--- src/rtl/store_buffer_pkg.sv ---
// Shared constants and FSM encoding for the posted-write store buffer.
package store_buffer_pkg;
  localparam int SB_DEPTH = 4;
  localparam int SB_PTR_W = $clog2(SB_DEPTH);
  localparam int SB_CNT_W = SB_PTR_W + 1;

  typedef enum logic [1:0] {
    SB_IDLE  = 2'd0,
    SB_DRAIN = 2'd1,
    SB_FENCE = 2'd2
  } sb_state_e;
endpackage

--- src/rtl/store_buffer_chk.sv ---
// Interface checks for the store buffer's CPU-side strobes.
module store_buffer_chk (
  input logic clk_i,
  input logic rst_i,
  input logic rd_i,
  input logic wr_i
);
  a_rd_wr_exclusive: assert property (@(posedge clk_i) disable iff (rst_i) !(rd_i && wr_i));
endmodule

--- src/rtl/store_buffer_fifo.sv ---
// Circular store FIFO: word tags plus data, head/tail pointers and an occupancy count.
module store_buffer_fifo import store_buffer_pkg::*; #(
  parameter int DEPTH  = SB_DEPTH,
  parameter int TAG_W  = 30,
  parameter int DATA_W = 32,
  localparam int PTR_W = $clog2(DEPTH),
  localparam int CNT_W = PTR_W + 1
) (
  input  logic                    clk_i,
  input  logic                    rst_i,
  input  logic                    enq_i,
  input  logic                    deq_i,
  input  logic [TAG_W-1:0]        enq_tag_i,
  input  logic [DATA_W-1:0]       enq_data_i,
  output logic [DEPTH*TAG_W-1:0]  tags_o,
  output logic [DEPTH*DATA_W-1:0] data_o,
  output logic [DEPTH-1:0]        valid_o,
  output logic [PTR_W-1:0]        head_o,
  output logic [CNT_W-1:0]        count_o
);
  logic [PTR_W-1:0]  head_q, head_d, tail_q, tail_d;
  logic [CNT_W-1:0]  count_q, count_d;
  logic [TAG_W-1:0]  tag_q [DEPTH];
  logic [DATA_W-1:0] dat_q [DEPTH];

  // Age of slot idx relative to head, wrapping modulo DEPTH.
  function automatic logic [PTR_W-1:0] rel_age(input int idx, input logic [PTR_W-1:0] h);
    rel_age = PTR_W'(idx) - h;
  endfunction

  always_comb begin
    head_d  = deq_i ? head_q + PTR_W'(1) : head_q;
    tail_d  = enq_i ? tail_q + PTR_W'(1) : tail_q;
    count_d = count_q + CNT_W'(enq_i) - CNT_W'(deq_i);
  end

  always_ff @(posedge clk_i or posedge rst_i) begin
    if (rst_i) begin
      head_q  <= '0;
      tail_q  <= '0;
      count_q <= '0;
    end else begin
      head_q  <= head_d;
      tail_q  <= tail_d;
      count_q <= count_d;
    end
  end

  // Payload storage needs no reset; validity comes from the count.
  always_ff @(posedge clk_i) begin
    if (enq_i) begin
      tag_q[tail_q] <= enq_tag_i;
      dat_q[tail_q] <= enq_data_i;
    end
  end

  always_comb begin
    tags_o  = '0;
    data_o  = '0;
    valid_o = '0;
    for (int i = 0; i < DEPTH; i++) begin
      tags_o[i*TAG_W +: TAG_W]   = tag_q[i];
      data_o[i*DATA_W +: DATA_W] = dat_q[i];
      valid_o[i]                 = {1'b0, rel_age(i, head_q)} < count_q;
    end
  end

  assign head_o  = head_q;
  assign count_o = count_q;
endmodule

--- src/rtl/store_buffer.sv ---
// Posted-write buffer: forwards youngest matching store to loads, drains to memory when the port is idle.
module store_buffer import store_buffer_pkg::*; #(
  parameter int DEPTH  = SB_DEPTH,
  parameter int ADDR_W = 32,
  parameter int DATA_W = 32
) (
  input  logic                     clk,
  input  logic                     rst,
  input  logic [ADDR_W-1:0]        cpu_addr,
  input  logic [DATA_W-1:0]        cpu_wdata,
  input  logic                     cpu_MemWrite,
  input  logic                     cpu_MemRead,
  output logic [DATA_W-1:0]        cpu_rdata,
  input  logic                     fence_req,
  output logic                     sb_stall,
  output logic [ADDR_W-1:0]        mem_addr,
  output logic [DATA_W-1:0]        mem_write_data,
  output logic                     mem_MemWrite,
  output logic                     mem_MemRead,
  input  logic [DATA_W-1:0]        mem_read_data,
  output logic [$clog2(DEPTH):0]   sb_count,
  output logic                     sb_empty
);
  localparam int PTR_W = $clog2(DEPTH);
  localparam int CNT_W = PTR_W + 1;
  localparam int TAG_W = ADDR_W - 2;

  logic [DEPTH*TAG_W-1:0]  tags_s;
  logic [DEPTH*DATA_W-1:0] data_s;
  logic [DEPTH-1:0]        valid_s;
  logic [PTR_W-1:0]        head_s, sel_s;
  logic [CNT_W-1:0]        count_s, count_next_s;
  logic                    match_s, hit_s, load_miss_s, drain_s, stall_s, enq_s;
  logic [DATA_W-1:0]       hit_data_s;
  sb_state_e               state_q, state_d;

  store_buffer_fifo #(.DEPTH(DEPTH), .TAG_W(TAG_W), .DATA_W(DATA_W)) u_fifo (
    .clk_i      (clk),
    .rst_i      (rst),
    .enq_i      (enq_s),
    .deq_i      (drain_s),
    .enq_tag_i  (cpu_addr[ADDR_W-1:2]),
    .enq_data_i (cpu_wdata),
    .tags_o     (tags_s),
    .data_o     (data_s),
    .valid_o    (valid_s),
    .head_o     (head_s),
    .count_o    (count_s)
  );

  store_buffer_chk u_chk (
    .clk_i (clk),
    .rst_i (rst),
    .rd_i  (cpu_MemRead),
    .wr_i  (cpu_MemWrite)
  );

  // Walk oldest to youngest so the last match (closest to tail) wins.
  always_comb begin
    hit_s      = 1'b0;
    hit_data_s = '0;
    sel_s      = '0;
    match_s    = 1'b0;
    for (int i = 0; i < DEPTH; i++) begin
      sel_s      = head_s + PTR_W'(i);
      match_s    = cpu_MemRead && valid_s[sel_s] &&
                   (tags_s[sel_s*TAG_W +: TAG_W] == cpu_addr[ADDR_W-1:2]);
      hit_data_s = match_s ? data_s[sel_s*DATA_W +: DATA_W] : hit_data_s;
      hit_s      = hit_s | match_s;
    end
  end

  always_comb begin
    load_miss_s    = cpu_MemRead && !hit_s;
    drain_s        = (count_s != '0) && !load_miss_s;
    stall_s        = (cpu_MemWrite && (count_s == CNT_W'(DEPTH)) && !drain_s) ||
                     (fence_req && (state_q != SB_IDLE));
    enq_s          = cpu_MemWrite && !cpu_MemRead && !stall_s &&
                     ((count_s != CNT_W'(DEPTH)) || drain_s);
    count_next_s   = count_s + CNT_W'(enq_s) - CNT_W'(drain_s);
    mem_MemRead    = load_miss_s;
    mem_MemWrite   = drain_s;
    mem_addr       = drain_s     ? {tags_s[head_s*TAG_W +: TAG_W], 2'b00} :
                     load_miss_s ? cpu_addr : '0;
    mem_write_data = drain_s ? data_s[head_s*DATA_W +: DATA_W] : '0;
    cpu_rdata      = hit_s ? hit_data_s : (load_miss_s ? mem_read_data : '0);
    sb_stall       = stall_s;
    sb_count       = count_s;
    sb_empty       = (count_s == '0);
  end

  always_ff @(posedge clk or posedge rst) begin
    if (rst) begin
      state_q <= SB_IDLE;
    end else begin
      state_q <= state_d;
    end
  end

  always_comb begin
    state_d = state_q;
    case (state_q)
      SB_IDLE:  state_d = (count_next_s != '0) ? SB_DRAIN : SB_IDLE;
      SB_DRAIN: state_d = (count_next_s == '0) ? SB_IDLE  : (fence_req ? SB_FENCE : SB_DRAIN);
      SB_FENCE: state_d = (count_next_s == '0) ? SB_IDLE  : (fence_req ? SB_FENCE : SB_DRAIN);
      default:  state_d = SB_IDLE;
    endcase
  end
endmodule
--- config.mk ---
export PLATFORM = sky130hd
export DESIGN_NAME = store_buffer
export DESIGN_NICKNAME = d
export VERILOG_FILES = /design/src/rtl/store_buffer_pkg.sv /design/src/rtl/store_buffer_chk.sv /design/src/rtl/store_buffer_fifo.sv /design/src/rtl/store_buffer.sv
export SDC_FILE = /design/constraint.sdc
export NUM_CORES = 1
export LEC_CHECK = 0
export BUFFER_PORTS_ARGS = -buffer_cell sky130_fd_sc_hd__buf_2
export CORE_MARGIN = 1.5
export CORE_UTILIZATION = 44
export CTS_CLUSTER_DIAMETER = 50
export DETAILED_ROUTE_END_ITERATION = 8
export PLACE_DENSITY = 0.75
export REMOVE_ABC_BUFFERS = 1
export SYNTH_ARGS = -nofsm -noshare
export SYNTH_HDL_FRONTEND = slang
export SYNTH_HIERARCHICAL = 1
export SYNTH_SLANG_ARGS = --single-unit
--- constraint.sdc ---
create_clock -name clk -period 4.8 [get_ports clk]
set_input_delay 0.72 -clock clk [delete_from_list [all_inputs] [get_ports clk]]
set_output_delay 0.72 -clock clk [all_outputs]
set_load 0.005 [all_outputs]
# [Word level (Yosys, flattened, before mapping)]
# Memory sizes are Yosys's and may differ from the RTL's.
# Index checks and enable logic that the tools add are counted.
[op_classes] n_addsub=10 multipliers=4 order_cmp=8 eq_ne=8 shift=8 mux=23 bitwise_logic=3 reduce_logical=30
[op_table] operator="$shiftx 128x8->32" n=4
[op_table] operator="$shiftx 120x8->30" n=4
[op_table] operator="$mux 32" n=9
[op_table] operator="$eq 30x30->1" n=4
[op_table] operator="$mul 2x4->6 const B" n=4
[op_table] operator="$logic_and 1x1->1" n=16
[op_table] operator="$lt 2x3->1" n=4
[op_table] operator="$lt 2x3->1 const B" n=4
[op_table] operator="$bmux 1 s2" n=4
[op_table] operator="$mux 1" n=7
[op_table] operator="$logic_not 3->1" n=2
[op_table] operator="$reduce_bool 3->1" n=2
[op_table] operator="$logic_not 1->1" n=5
[op_table] operator="$add 2x1->2 const B" n=2
[op_table] operator="$add 2x2->2 const B" n=2
[op_table] operator="$mux 2" n=2
[op_table] operator="$pmux 2 s2" n=1
[op_table] operator="$sub 1x2->2 const A" n=2
[op_table] operator="$sub 2x2->2 const A" n=2
[op_table] operator="$add 3x1->3" n=1
[op_table] operator="$eq 3x3->1 const B" n=1
[op_table] operator="$ne 3x3->1 const B" n=1
[op_table] operator="$or 1x1->1" n=3
[op_table] operator="$sub 3x1->3" n=1
[op_table] operator="other kinds (6)" n=7
[totals] ff_bits=9 ram_bits=248 input_bits=101 n_memories=2
[mem_list] name="u_fifo.dat_q" depth=4 width=32 rd=4 rd_clocked_by_memory_dff=0 write_ports=1 line="store_buffer_fifo.sv:24" rtl="logic [DATA_W-1:0] dat_q [DEPTH];"
[mem_list] name="u_fifo.tag_q" depth=4 width=30 rd=4 rd_clocked_by_memory_dff=0 write_ports=1 line="store_buffer_fifo.sv:23" rtl="logic [TAG_W-1:0] tag_q [DEPTH];"

# [Depth between registers and ports, before layout]
[depth] word_depth=24 ltp_mapped=23

# [By module]
# Netlist, hierarchy kept.
[by_module_without_submodules] mod="store_buffer" instances=1 cells_each=1269 area_per_inst_um2=10319.9 seq_area_each_um2=50.0
[by_module_without_submodules] mod="store_buffer_fifo" instances=1 cells_each=299 area_per_inst_um2=7951.4 seq_area_each_um2=7622.3

# [Least setup slack after synthesis]
# No wires, ideal clock.
[synth_timing] path_kind="register -> register" startpoint="register u_fifo.head_q[1] (netlist: u_fifo/head_o[1])" endpoint="register state_q[0]" setup_time_ns=0.128 t_arrival_ns=4.712 required_ns=4.672 slack_ns=-0.040 path_stages_with_launch=24 path_cell_list="dfrtp_1 xnor2_1 inv_1 ha_1 a21oi_1 or2_1 o211ai_1 a2111oi_1 o221ai_1 or4b_1 buf_2 o22ai_4 nor3_4 buf_6 buf_4 nor2_1 ha_1 inv_1 ha_1 fa_1 xnor2_1 xnor2_1 nor3_1 nor3_1"
[synth_via] elab_chain_len=24 elab_cells_between_ends=60 cone_classes="9 x add/sub; 4 x mul; 4 x order compare; 4 x eq/ne; 4 x shift; 11 x mux; 3 x bitwise; 21 x reduce/logical"
[synth_rtl] item="start: declaration" line="store_buffer_fifo.sv:21" rtl="logic [PTR_W-1:0] head_q, head_d, tail_q, tail_d;"
[synth_rtl] item="start signal: assignment" line="store_buffer_fifo.sv:39" rtl="head_q <= '0;"
[synth_rtl] item="start signal: assignment" line="store_buffer_fifo.sv:43" rtl="head_q <= head_d;"
[synth_rtl] item="$sub 1x2->2 (*)" line="store_buffer_fifo.sv:28" rtl="rel_age = PTR_W'(idx) - h;"
[synth_rtl] item="$lt 2x3->1 (*)" line="store_buffer_fifo.sv:64" rtl="valid_o[i] = {1'b0, rel_age(i, head_q)} < count_q;"
[synth_rtl] item="net valid_s[0]" line="store_buffer.sv:30" rtl="logic [DEPTH-1:0] valid_s;"
[synth_rtl] item="$bmux 1 s2" line="store_buffer.sv:66" rtl="match_s = cpu_MemRead && valid_s[sel_s] &&"
[synth_rtl] item="$mux 1 (implied by the code)" line="store_buffer.sv:66"
[synth_rtl] item="$logic_and 1x1->1 (2 in a row)" line="store_buffer.sv:66"
[synth_rtl] item="$or 1x1->1 (2 in a row)" line="store_buffer.sv:69" rtl="hit_s = hit_s | match_s;"
[synth_rtl] item="$or 1x1->1 (*)" line="store_buffer.sv:69"
[synth_rtl] item="[... 2 more ...]"
[synth_rtl] item="net mem_MemRead" line="store_buffer.sv:19" rtl="output logic mem_MemRead,"
[synth_rtl] item="[... 2 more ...]"
[synth_rtl] item="net mem_MemWrite" line="store_buffer.sv:18" rtl="output logic mem_MemWrite,"
[synth_rtl] item="[... 3 more ...]"
[synth_rtl] item="$logic_not 1->1" line="store_buffer.sv:78" rtl="enq_s = cpu_MemWrite && !cpu_MemRead && !stall_s &&"
[synth_rtl] item="$logic_and 1x1->1 (2 in a row)" line="store_buffer.sv:78"
[synth_rtl] item="$add 3x1->3" line="store_buffer.sv:80" rtl="count_next_s = count_s + CNT_W'(enq_s) - CNT_W'(drain_s);"
[synth_rtl] item="$sub 3x1->3 (*)" line="store_buffer.sv:80"
[synth_rtl] item="$logic_not 3->1 or $reduce_bool 3->1 (tied branches)" line="store_buffer.sv:104, store_buffer.sv:105, store_buffer.sv:103"
[synth_rtl] item="$mux 2 or $mux 1 (tied branches)" line="store_buffer.sv:104, store_buffer.sv:105, store_buffer.sv:103"
[synth_rtl] item="$pmux 2 s2 (*)" line="store_buffer.sv:102" rtl="case (state_q)"
[synth_rtl] item="net state_d[0]" line="store_buffer.sv:35" rtl="sb_state_e state_q, state_d;"
[synth_rtl] item="end signal: assignment" line="store_buffer.sv:96" rtl="state_q <= state_d;"
[synth_rtl] item="end: declaration" line="store_buffer.sv:35"
# The timed path passes the listed nets; every way through them passes the cells marked *. The select of a mux whose other input is x is not followed.
# A chain may end at the register's enable or synchronous reset.

# [Worst setup path in the final report]
[layout_timing] startpoint="register u_fifo.head_q[1] (netlist: u_fifo/head_o[1])" endpoint="output cpu_rdata[23]"
[layout_via] elab_chain_len=13 elab_cells_between_ends=54 cone_classes="7 x add/sub; 4 x mul; 4 x order compare; 4 x eq/ne; 8 x shift; 14 x mux; 3 x bitwise; 10 x reduce/logical"
[layout_rtl] item="$sub 1x2->2 (*)" line="store_buffer_fifo.sv:28"
[layout_rtl] item="$lt 2x3->1 (*)" line="store_buffer_fifo.sv:64"
[layout_rtl] item="net valid_s[0]" line="store_buffer.sv:30"
[layout_rtl] item="$bmux 1 s2" line="store_buffer.sv:66"
[layout_rtl] item="$mux 1 (implied by the code)" line="store_buffer.sv:66"
[layout_rtl] item="$logic_and 1x1->1 (2 in a row)" line="store_buffer.sv:66"
[layout_rtl] item="$or 1x1->1 (3 in a row)" line="store_buffer.sv:69"
[layout_rtl] item="$logic_not 1->1" line="store_buffer.sv:74" rtl="load_miss_s = cpu_MemRead && !hit_s;"
[layout_rtl] item="$logic_and 1x1->1" line="store_buffer.sv:74"
[layout_rtl] item="$mux 32" line="store_buffer.sv:86" rtl="cpu_rdata = hit_s ? hit_data_s : (load_miss_s ? mem_read_data : '0);"
[layout_rtl] item="$mux 32 (*)" line="store_buffer.sv:86"
[layout_rtl] item="end: declaration" line="store_buffer.sv:13" rtl="output logic [DATA_W-1:0] cpu_rdata,"
# Marked as above.

==> key figures <==
Clock tree
  • Total CTS buffers: 31
  • H-tree depth: 1
  • Root buffer cell: clkbuf_16
  • CTS tree: built
  • Worst-path clk slew: 0.06 ns
  • Clock buffer depth: 3
  • Clk_lat worst skew: 0.59 ns
  • Sink Count: 257

STA
  • Maximum clock rate: 200 MHz
  • Max Transition Viols Final: 0
  • Final setup fails: 93
  • Tcrit/Tclk final: 1.04
  • Final Worst Setup Slack: -0.209 ns
  • RSZ-0062 raised after global routing: true
  • Final Hold Fails: 0
  • Fin crit period: 5.01 ns
  • TNS Setup: -10.40 ns
  • Worst Tran Pin Value: 1.18 ns
  • Slew HR: 0.214
  • Fin Clk Skew: 0.0215 ns

Synth
  • Mapped Area: 18300 um2
  • Yosys top cell by area: edfxtp_1
  • Yosys warns: 6
  • Register area share after synthesis: 0.420
  • Post-synth EDFFs: 248
  • Top FF cell, synth: edfxtp_1
  • Synthesized flop and latch total: 257
  • Post-synth top area share: 0.408
  • Post-synthesis async set-or-reset flop share: 0.0350
  • Largest cells by area after synthesis: edfxtp_1 (41%), mux2i_1 (9.0%), mux4_2 (7.6%), mux2_2 (6.2%), xnor2_1 (5.2%)
  • Synth cell types: 75
  • Post-Synthesis Cells: 1568
  • Avg Synthesized Cell Area: 11.7 um2
  • Top post-synthesis cells by count: edfxtp_1 (248), nor2_1 (173), mux2i_1 (165), xnor2_1 (109), mux2_2 (100)
  • Cell with the most instances after synthesis: edfxtp_1

Critical path
  • CP Class: flip-flop to output pin
  • Worst Path Required: 4.08 ns
  • R2R Setup Slk: 0.13 ns
  • CP startpoint kind: flip-flop
  • Setup crit end kind: output pin
  • Worst Path Arrival: 4.29 ns
  • Worst Path Max Fanout: 6

Route
  • Drt initial violations: 1546
  • Drt total wl: 58900 um
  • Post-route ant nets: 0
  • DR DRC count: 0
  • Total number of vias: 14700
  • DR WL/cell: 25.5 um
  • Pre-antenna DRT Iters: 7
  • Avg Vias per Cell: 6.36

Power and ir drop
  • Combinational power share: 0.570
  • Pwr dens: 545 nW/um2
  • Sw power: 4.86 mW
  • Pleak: 8.25 nW
  • Sw Ratio: 0.394
  • Max VDD drop: 0.381 mV
  • Pwr Total: 12.3 mW
  • Internal Pwr Total: 7.46 mW
  • Clock share of power: 0.199
  • Flop pwr share: 0.231

Die
  • Die height: 207 um
  • Core area: 40900 um2
  • Die width: 207 um
  • FP Rows: 74
  • I/O pin count: 204
  • Die area: 42800 um2
  • Initial core utilization: 0.446

Placement
  • Placement Cell Area: 19900 um2
  • Pre-CTS setup slack: 0.0201 ns
  • HPWL after DPL: 34700 um
  • # port buffers: 203
  • Routability cong.: 0.927

Finish
  • Final instance area: 22600 um2
  • # fillers: 3385
  • Layout area overhead: 23.8%
  • Post-layout net count: 1874
  • Share of post-route cells with drive strength above 1: 0.380
  • Finished Core Util: 0.553

Job
  • Max cap viols: 0

Outcome
  • Status: finished with violations
  • Failing checks: setup timing

Global routing
  • Largest net degree at the start of global routing: 116
  • Tot GR Track Use: 0.263
  • Initial antenna violation count: 5
  • Grt ovf: 0
  • Global-route wire length before repair: 85200 um
  • Vias in the first global route: 14200

Worst hold path
  • Hold WC Path Type: input pin to flip-flop
==> what timing repair did <==
action                                  in CTS  in global routing
endpoints found under the setup margin      99                102
hold buffers                                 1                  0
cloned                                      11                  6
pin swaps                                   21                  7
gates resized for setup                    126                 69
hold endpoints to repair                     2                  0
setup buffers                               12                  9
==> path summary, 6_finish.rpt <==
| kind | from | to | cells past startpoint |
|---|---|---|---|
| setup / recovery | u_fifo/head_o[1] | cpu_rdata[23] | 16 |
| hold / removal | cpu_wdata[8] | u_fifo/dat_q[1][8] | 1 |
| setup reg to reg | u_fifo/head_o[1] | state_q[0] | 22 |
| hold reg to reg | u_fifo/tail_q[0] | u_fifo/tail_q[0] | 1 |
| max in group asynchronous | rst | u_fifo/head_o[0] | 3 |
| min in group asynchronous | rst | state_q[0] | 3 |
==> critical path, cell delays in order, from the launching register on <==
cell       delay [ns]
dfrtp_4          0.52
xnor2_4          0.16
inv_1            0.06
ha_1             0.28
a21oi_2          0.14
or2_1            0.16
o211ai_1         0.12
a2111oi_2        0.37
o221ai_2         0.15
or4b_4           0.51
buf_6            0.14
o22a_4           0.27
buf_12           0.15
buf_16           0.14
a311oi_4         0.28
o2bb2ai_1        0.09
buf_2            0.13
==> metrics by stage <==
step,hold WS [ns],cells
floorplan,0.461,1413
global placement,0.513,2218
detailed placement,0.519,2218
CTS,0.326,2297
global route,0.337,2312
finish,0.347,2315
==> cells by family (layout without fill, tap and decap cells) <==
| kind of cell | after synthesis | after routing | share of synthesized area |
|---|---|---|---|
| xor+xnor | 127 | 127 | 0.0609 |
| fa+ha+maj | 16 | 16 | 0.0118 |
| other cells | 0 | 3 | 0 |
| mux | 355 | 355 | 0.250 |
| flops | 257 | 257 | 0.420 |
| compound gates | 311 | 311 | 0.124 |
| buf+inv | 183 | 395 | 0.0476 |
| simple gates | 319 | 319 | 0.0857 |
==> registers in the layout (all words and copies together) (netlist names) <==
| signal | count |
|---|---|
| u_fifo/head_o | 2 |
| u_fifo/dat_q | 128 |
| u_fifo/count_o | 3 |
| u_fifo/tag_q | 120 |
| u_fifo/tail_q | 2 |
| state_q | 2 |
==> power by group through the flow <==
stage	sequential [mW]	clock, mW	combinational (mW)
floorplan	3.35	0	3.89
global placement	2.87	0	6.12
detailed placement	2.88	0	6.20
CTS	2.84	2.48	6.65
global route	2.87	2.57	7.45
finish	2.85	2.45	7.02
==> placed cells by master, fill, tap and decap left out, drive strengths merged, types with 37 or more instances in the layout <==
cell	count
a21oi	73
buf	299
clkbuf	44
edfxtp	248
mux2	128
mux2i	165
mux4	62
nor2	173
o22ai	37
xnor2	109
==> layout make-up <==
class	count	area (um2)	area share
Multi-Input combinational cell	1128	10500	0.466
Sequential cell	257	7680	0.339
Timing Repair Buffer	311	2550	0.113
Clock buffer	38	832	0.0368
Tap cell	532	666	0.0294
Clock inverter	18	234	0.0103
Inverter	28	113	0.00498
Antenna cell	3	7.51	0.000332
==> layer usage <==
metal	global-route usage	vias up	wire, um
met4	0.0976	8	2160
li1	-	6471	-
met3	0.0457	151	5450
met1	0.341	7272	23200
met2	0.441	827	28100
met5	0	-	49
Note: power is estimated with default switching activity, not from simulation.
